--- src/rtl/fetch_queue_if.sv ---
// fetch_queue_if: bundle of the fetch-queue signals.
//   redirect_valid / redirect_pc : flush and restart request from execute
//   imem_addr / imem_rdata       : instr_mem address out, data back one cycle later
//   out_valid / out_ready        : head-of-queue handshake towards decode
//   out_instr / out_pc           : head instruction and its PC
//   fq_count                     : number of buffered entries
// master = the fetch queue itself, slave = its environment.
interface fetch_queue_if #(
  parameter int XLEN  = 32,
  parameter int DEPTH = 4
);
  logic                     redirect_valid;
  logic [XLEN-1:0]          redirect_pc;
  logic [XLEN-1:0]          imem_addr;
  logic [XLEN-1:0]          imem_rdata;
  logic                     out_valid;
  logic                     out_ready;
  logic [XLEN-1:0]          out_instr;
  logic [XLEN-1:0]          out_pc;
  logic [$clog2(DEPTH):0]   fq_count;

  modport master (
    input  redirect_valid, redirect_pc, imem_rdata, out_ready,
    output imem_addr, out_valid, out_instr, out_pc, fq_count
  );

  modport slave (
    output redirect_valid, redirect_pc, imem_rdata, out_ready,
    input  imem_addr, out_valid, out_instr, out_pc, fq_count
  );
endinterface

--- src/rtl/fetch_queue.sv ---
// fetch_queue: instruction prefetch stage between instr_mem and decode.
// Drives the fetch PC to instr_mem, captures each returned word together
// with its PC into a small FIFO and presents the head with valid/ready.
// A redirect flushes everything and restarts fetch at the new target.
// Ports:
//   clk   : clock, rising edge
//   reset : asynchronous active-low reset
//   bus   : fetch_queue_if.master (redirect, imem, output handshake, count)
module fetch_queue #(
  parameter int              XLEN     = 32,
  parameter int              DEPTH    = 4,
  parameter logic [XLEN-1:0] RESET_PC = 32'h0000_0000
) (
  input  logic          clk,
  input  logic          reset,
  fetch_queue_if.master bus
);
  localparam int              PW      = $clog2(DEPTH);
  localparam int              CW      = PW + 1;
  localparam logic [CW-1:0]   DEPTH_C = CW'(DEPTH);

  logic [XLEN-1:0] fetch_pc_p0;
  logic            vld_p1;
  logic [XLEN-1:0] pc_p1;
  logic [XLEN-1:0] fifo_instr [DEPTH];
  logic [XLEN-1:0] fifo_pc    [DEPTH];
  logic [PW-1:0]   wr_ptr;
  logic [PW-1:0]   rd_ptr;
  logic [CW-1:0]   count;
  logic [CW-1:0]   occupancy;
  logic            pop;
  logic            push;
  logic            issue;

  // Occupancy counts the in-flight request as a reserved slot, so an issued
  // fetch always has room when its data returns (credit-based issue).
  assign occupancy = count + CW'(vld_p1);
  assign pop       = bus.out_valid && bus.out_ready;
  assign push      = vld_p1 && !bus.redirect_valid;
  assign issue     = !bus.redirect_valid &&
                     ((occupancy < DEPTH_C) || ((occupancy == DEPTH_C) && pop));

  assign bus.imem_addr = fetch_pc_p0;
  assign bus.out_valid = (count != '0) && !bus.redirect_valid;
  assign bus.out_instr = fifo_instr[rd_ptr];
  assign bus.out_pc    = fifo_pc[rd_ptr];
  assign bus.fq_count  = count;

  always_ff @(posedge clk or negedge reset) begin
    if (!reset) begin
      fetch_pc_p0 <= RESET_PC;
      vld_p1      <= 1'b0;
      pc_p1       <= '0;
      wr_ptr      <= '0;
      rd_ptr      <= '0;
      count       <= '0;
      for (int i = 0; i < DEPTH; i++) begin
        fifo_instr[i] <= '0;
        fifo_pc[i]    <= '0;
      end
    end else if (bus.redirect_valid) begin
      // Flush: the in-flight response is dropped by clearing vld_p1.
      fetch_pc_p0 <= {bus.redirect_pc[XLEN-1:2], 2'b00};
      vld_p1      <= 1'b0;
      wr_ptr      <= '0;
      rd_ptr      <= '0;
      count       <= '0;
    end else begin
      // p0 -> p1: address issued to instr_mem this edge
      vld_p1 <= issue;
      if (issue) begin
        pc_p1       <= fetch_pc_p0;
        fetch_pc_p0 <= fetch_pc_p0 + XLEN'(4);
      end
      // p1 -> FIFO: instr_mem data for pc_p1 is on imem_rdata now
      if (push) begin
        fifo_instr[wr_ptr] <= bus.imem_rdata;
        fifo_pc[wr_ptr]    <= pc_p1;
        wr_ptr             <= wr_ptr + PW'(1);
      end
      if (pop) begin
        rd_ptr <= rd_ptr + PW'(1);
      end
      count <= count + CW'(push) - CW'(pop);
    end
  end
endmodule

--- src/flat_wrapper.sv ---
// flat-port wrapper written by rule: the top's interface ports become plain ports
module fetch_queue_flat 
#(
  parameter int              XLEN     = 32,
  parameter int              DEPTH    = 4,
  parameter logic [XLEN-1:0] RESET_PC = 32'h0000_0000
)
  (clk, reset, bus_redirect_valid, bus_redirect_pc, bus_imem_rdata, bus_out_ready, bus_imem_addr, bus_out_valid, bus_out_instr, bus_out_pc, bus_fq_count);
  fetch_queue_if #(.XLEN(XLEN), .DEPTH(DEPTH)) bus_i ();
  input  logic clk;
  input  logic reset;
  input wire logic [$bits(bus_i.redirect_valid)-1:0] bus_redirect_valid;
  input wire logic [$bits(bus_i.redirect_pc)-1:0] bus_redirect_pc;
  input wire logic [$bits(bus_i.imem_rdata)-1:0] bus_imem_rdata;
  input wire logic [$bits(bus_i.out_ready)-1:0] bus_out_ready;
  output wire logic [$bits(bus_i.imem_addr)-1:0] bus_imem_addr;
  output wire logic [$bits(bus_i.out_valid)-1:0] bus_out_valid;
  output wire logic [$bits(bus_i.out_instr)-1:0] bus_out_instr;
  output wire logic [$bits(bus_i.out_pc)-1:0] bus_out_pc;
  output wire logic [$bits(bus_i.fq_count)-1:0] bus_fq_count;
  assign bus_i.redirect_valid = bus_redirect_valid;
  assign bus_i.redirect_pc = bus_redirect_pc;
  assign bus_i.imem_rdata = bus_imem_rdata;
  assign bus_i.out_ready = bus_out_ready;
  assign bus_imem_addr = bus_i.imem_addr;
  assign bus_out_valid = bus_i.out_valid;
  assign bus_out_instr = bus_i.out_instr;
  assign bus_out_pc = bus_i.out_pc;
  assign bus_fq_count = bus_i.fq_count;
  fetch_queue #(.XLEN(XLEN), .DEPTH(DEPTH), .RESET_PC(RESET_PC)) u_core (.clk(clk), .reset(reset), .bus(bus_i));
endmodule
--- config.mk ---
export PLATFORM = sky130hd
export DESIGN_NAME = fetch_queue_flat
export DESIGN_NICKNAME = d
export VERILOG_FILES = /design/src/rtl/fetch_queue_if.sv /design/src/rtl/fetch_queue.sv /design/src/flat_wrapper.sv
export SDC_FILE = /design/constraint.sdc
export NUM_CORES = 1
export LEC_CHECK = 0
export CORE_MARGIN = 2
export CORE_UTILIZATION = 51
export CTS_CLUSTER_SIZE = 8
export DETAILED_ROUTE_END_ITERATION = 7
export PLACE_DENSITY_LB_ADDON = 0.15
export SYNTH_ARGS = -nofsm -noshare
export SYNTH_HDL_FRONTEND = slang
export SYNTH_SLANG_ARGS = --single-unit
--- constraint.sdc ---
create_clock -name clk -period 2.35 [get_ports clk]
set_input_delay 0.47 -clock clk [delete_from_list [all_inputs] [get_ports clk]]
set_output_delay 0.47 -clock clk [all_outputs]
set_load 0.01 [all_outputs]
# == Word-level counts from Yosys, hierarchy flattened ==
# Cells that the tools add are included.
# op_classes
mul,0
div,0
reduce_logical,14
bitwise_logic,3
n_lt_le_gt_ge,4
addsub,6
mux,18
n_shift,0
eq_ne,1
# ops
cell,n
$bwmux W128,2
$mux W32,7
$bmux W32 S2,2
$demux W32 S2,1
$add A32 B3 Y32 const B,1
$mux W2,4
$add A3 B1 Y3,2
$ge A3 B3 Y1 const B,2
$logic_and A1 B1 Y1,6
$not A2 Y3,2
$reduce_bool A2 Y1,3
$add A2 B1 Y2 const B,2
$reduce_and A2 Y1,2
$eq A3 B3 Y1 const B,1
$lt A3 B1 Y1 const B,1
$lt A3 B3 Y1 const B,1
$mux W3,1
$reduce_bool A3 Y1,1
$sub A3 B1 Y3,1
$logic_not A1 Y1,1
$logic_or A1 B1 Y1,1
$mux W1,1
$not A1 Y1,1
# word_totals
word_cells,60
output_inout_bits,100
inputBits,68
memories,0
latch_bits,0
ff_bits,328
ram_bits,0
mem_bits_ro,0

# == Logic depth before layout (Yosys ltp) ==
# logic_depth
word_depth,8
ltp_mapped,10
ltp_nobuf,9

# == Worst setup path after synthesis ==
# OpenSTA, ideal clock, no wires.
# synth_timing
path_type,register to register
from,"reg u_core.count[0], in the netlist u_core.bus.fq_count[0]"
to,reg u_core.pc_p1[10]
setup_time_ps,125
path_stages_with_launch,7
t_required_ps,2225
slack_ps,-168
period_less_slack_ps,2518
arrival_ps,2393
path_cell_list,dfrtp_1 > ha_1 > ha_1 > or4b_2 > o22ai_2 > buf_4 > mux2_2
# synth_via
elab_chain_len,7
elab_cells_between_ends,10
classes_between,add/sub (1); order compare (1); eq/ne (1); reduce/logical (7)
# synth_rtl
element,line,rtl
from (decl),fetch_queue.sv:29,logic [CW-1:0] count;
from (signal assigned),fetch_queue.sv:84,count <= count + CW'(push) - CW'(pop);
branches (longest 4 deep; another with $add A3 B1 Y3),n/a,
$logic_or A1 B1 Y1 (*),fetch_queue.sv:41,((occupancy < DEPTH_C) || ((occupancy == DEPTH_C) && pop));
$logic_and A1 B1 Y1 (*),fetch_queue.sv:40,assign issue = !bus.redirect_valid &&
$reduce_and A2 Y1 (no line) (*),n/a,
to (signal assigned),fetch_queue.sv:72,pc_p1 <= fetch_pc_p0;
to (decl),fetch_queue.sv:24,logic [XLEN-1:0] pc_p1;
# Every way passes the cells marked *.
# A chain may end at the register's enable or synchronous reset.

# == Worst setup path after layout ==
# layout_timing
from,reg u_core.rd_ptr[0]
to,out bus_out_instr[15]
# layout_via
elab_chain_len,4
# layout_rtl
element,line,rtl
from (decl),fetch_queue.sv:28,logic [PW-1:0] rd_ptr;
from (signal assigned),fetch_queue.sv:82,rd_ptr <= rd_ptr + PW'(1);
$not A2 Y3 (implied by the code),fetch_queue.sv:45,assign bus.out_instr = fifo_instr[rd_ptr];
$bmux W32 S2,fetch_queue.sv:45,
$mux W32 (implied by the code) (2 in series),fetch_queue.sv:45,
to (decl),flat_wrapper.sv:18,output wire logic [$bits(bus_i.out_instr)-1:0] bus_out_instr;
# Every way passes these cells. The select of a mux whose other input is x is not followed.

==> results.yml <==
sta:
  timing.fmax_mhz: 396
  slew_viol_final: 0
  fin_skew_ns: 0.0147
  relSlewSlack: 0.653
  rsz0062_at_grt: "yes"
  worstMarginPinSlew_ns: 0.519
  finalSetupViolations: 62
  finalCritPeriodShare: 1.07
  postLayoutSetupSlackWorst_ns: -0.172
  hold_viol_final: 0
  finalCriticalPeriod_ns: 2.52
  finalSetupTns_ns: -4.62
global_routing:
  grt.overflow.total: 0
  grt_pass1_wl_um: 49800
  grt_max_degree: 73
  grt_pass1_vias: 9033
  antenna_found_initial: 0
  grt_use_total: 0.221
die:
  num_rows: 60
  core_area_um2: 26900
  floorplan.initialDensity: 0.519
  io_pins: 168
  chipWidth_um: 169
  die_y_um: 169
  dieArea_um2: 28700
cells_and_area:
  final_common_cell: "dfrtp_1"
  drive_gt1_frac: 0.477
  nets: 1202
  layout_common_cells: "dfrtp_1, mux2_2, clkdlybuf4s50_1"
  antennaDiodeCount: 0
  areaGrowthSynthToFinish_pct: 28.7
  fill_cells: 1939
min_path:
  hold_path_class: "in -> reg"
  min_from: "bus_redirect_valid"
  worstHoldPathCells: 2
  hold_path_end: "u_core.rd_ptr[0]$_DFFE_PN0P_"
clock_tree:
  tritoncts: "built"
  clk_pin_slew_worst_paths_ns: 0.05
  cts.sinks: 316
  cts-root-buf: "clkbuf_16"
  cts_buffer_depth: 3
  worstSkewPairLatency_ns: 0.52
  h-tree-depth: 2
  cts_buffers: 45
routing:
  drt-wirelength-per-cell_um: 20.7
  drtIter0Drc: 373
  via_count: 8425
  drc: 0
  via_per_inst: 5.73
  drtPass1Iterations: 4
  drtAntennaViolNets: 0
  drt-total-wl_um: 30400
logic_synthesis:
  synth_compound_area_frac: 0.0166
  synth_area_per_cell_um2: 15.4
  synth.distinct_cells: 46
  synth-simple-area-share: 0.0404
  syn_area_um2: 14000
  synth-seq-cells: 316
  muxShareOfSynthArea: 0.327
  synthCells: 905
  synth_fa_ha_area_frac: 0.00950
  synth-xor-area-share: 0.0195
  yosysSeqAreaShare: 0.567
  synth_top_family_by_area: "multiplexers"
  yosys_warnings: 0
run_status:
  violations: "setup timing"
  status: "finished, violations left"
setup_path:
  crit_slowest_cell: "dfrtp_4"
  rr_worst_depth: 7
  cpPeakStageDelay_ns: 0.51
  path_class: "reg -> out"
  crit_chain: "buf_4, bufbuf_16, mux4_2, buf_6"
  startpoint_type: "register"
  arrival_ns: 2.05
  crit_fanout: 5
  worst_setup_path_end_kind: "primary output"
  r2r_end: "u_core.pc_p1[21]$_DFFE_PN0P_"
  r2r_start: "u_core.bus.fq_count[0]$_DFF_PN0_"
  r2r_slack_ns: 0.04
  crit_required_ns: 1.88
placed_design:
  place_hpwl_um: 18700
  dp_slack_ns: -0.0487
  gp_congestion: 0.786
  portBuffers: 161
pwr:
  p_leak_uw: 0.00798
  peakVddDrop_v: 0.000561
  p_per_area_nw_per_um2: 1320
flow_run:
  drv_cap: 0
## where the power goes
group | switching, uW | total [uW] | internal [uW] | leakage, uW
Combinational | 3230 | 8830 | 5600 | 0.00341
Sequential | 1380 | 9180 | 7800 | 0.00397
Clock | 2110 | 5710 | 3600 | 0.000601
## cell families (layout without fill, tap and decap cells)
kind of cell / Yosys count / after routing
other cells: 1 / 4
simple gates: 103 / 103
compound gates: 36 / 36
fa+ha+maj: 10 / 10
flops: 316 / 316
xor+xnor: 31 / 31
buf+inv: 64 / 285
mux: 344 / 344
## registers in the layout, indices dropped and copies added (netlist names)
| name | cells |
|---|---|
| u_core.bus.fq_count | 3 |
| u_core.fifo_instr | 128 |
| u_core.bus.imem_addr | 30 |
| u_core.wr_ptr | 2 |
| u_core.pc_p1 | 30 |
| u_core.rd_ptr | 2 |
| u_core.vld_p1 | 1 |
| u_core.fifo_pc | 120 |
## critical path: cells and delay by family, from the launching register on
kind	cells	cell delay [ns]
buffers and inverters	3	0.57
flip-flops	1	0.51
multiplexers	1	0.45
## worst max path at each step
stage               cells after the start                          from  slack [ns]                               end
floorplan                              10            bus_redirect_valid        0.03  u_core.bus.fq_count[2]$_DFF_PN0_
global route                            5  u_core.rd_ptr[0]$_DFFE_PN0P_       -0.23                  bus_out_instr[8]
global placement                       10                 bus_out_ready       -0.03  u_core.bus.fq_count[2]$_DFF_PN0_
detailed placement                     10                 bus_out_ready       -0.05  u_core.bus.fq_count[2]$_DFF_PN0_
finish                                  4  u_core.rd_ptr[0]$_DFFE_PN0P_       -0.17                 bus_out_instr[15]
CTS                                     5  u_core.rd_ptr[0]$_DFFE_PN0P_       -0.19                  bus_out_instr[8]
## per-layer routing
| layer | GRT usage | part of all wire | up-vias |
|---|---|---|---|
| li1 | - | - | 3770 |
| met1 | 0.318 | 0.46 | 4421 |
| met3 | 0.0340 | 0.040 | 39 |
| met5 | 0 | 0 | - |
| met4 | 0.0491 | 0.015 | 0 |
| met2 | 0.360 | 0.48 | 195 |
## synthesized netlist by cell type (all sizes together)
cell type	count	area [um^2]
mux2	280	3150
o22ai	1	12.5
conb	1	3.75
nand4	14	109
a21oi	1	5.00
nand2b	1	6.26
mux2i	2	20.0
nor3	5	25.0
and4	3	26.3
fa	1	20.0
o311ai	1	8.76
a31o	1	8.76
ha	9	113
o31ai	2	33.8
inv	9	33.8
o211ai	2	15.0
buf	16	96.3
nand2	40	150
and3	2	12.5
xnor2	15	131
a311oi	1	8.76
or3	1	6.26
o31a	1	8.76
clkbuf	39	146
nor2b	2	12.5
o21ai	26	130
mux4	62	1400
and2	1	6.26
or4	1	7.51
or2	1	6.26
or4b	1	10.0
nor4b	1	15.0
nand3	11	60.1
xor2	16	140
nor2	12	45.0
dfrtp	316	7910
nor4	6	58.8
nor3b	1	7.51
## metrics by stage
step	hold slack (ns)	util	power [uW]	instances	cell area [um^2]
5_1_grt	0.208	0.668	25100	1470	18000
4_1_cts	0.186	0.663	23700	1468	17800
3_5_place_dp	0.428	0.610	17500	1400	16400
6_report	0.202	0.668	23700	1470	18000
2_1_floorplan	0.174	-	13900	908	14000
3_3_place_gp	0.430	0.610	17300	1400	16400
## layout make-up
type	count	area [um^2]	area share
clock buffer	50	1190	0.0661
clock inverter	2	38.8	0.00216
inverter	9	33.8	0.00188
multi-input combinational	528	5840	0.325
sequential	316	7920	0.441
tap	341	427	0.0238
timing repair buffer	224	2520	0.140
## timing repair
| item | in CTS | in global routing |
|---|---|---|
| setup buffers | 11 | 2 |
| gates resized for setup | 305 | 32 |
| pin swaps | 0 | 2 |
| hold buffers | 1 | 0 |
| endpoints found under the setup margin | 63 | 97 |
| gates cloned | 6 | 4 |
| endpoints found under the hold margin | 48 | 0 |
No activity file was read; power rests on OpenSTA's default activity.
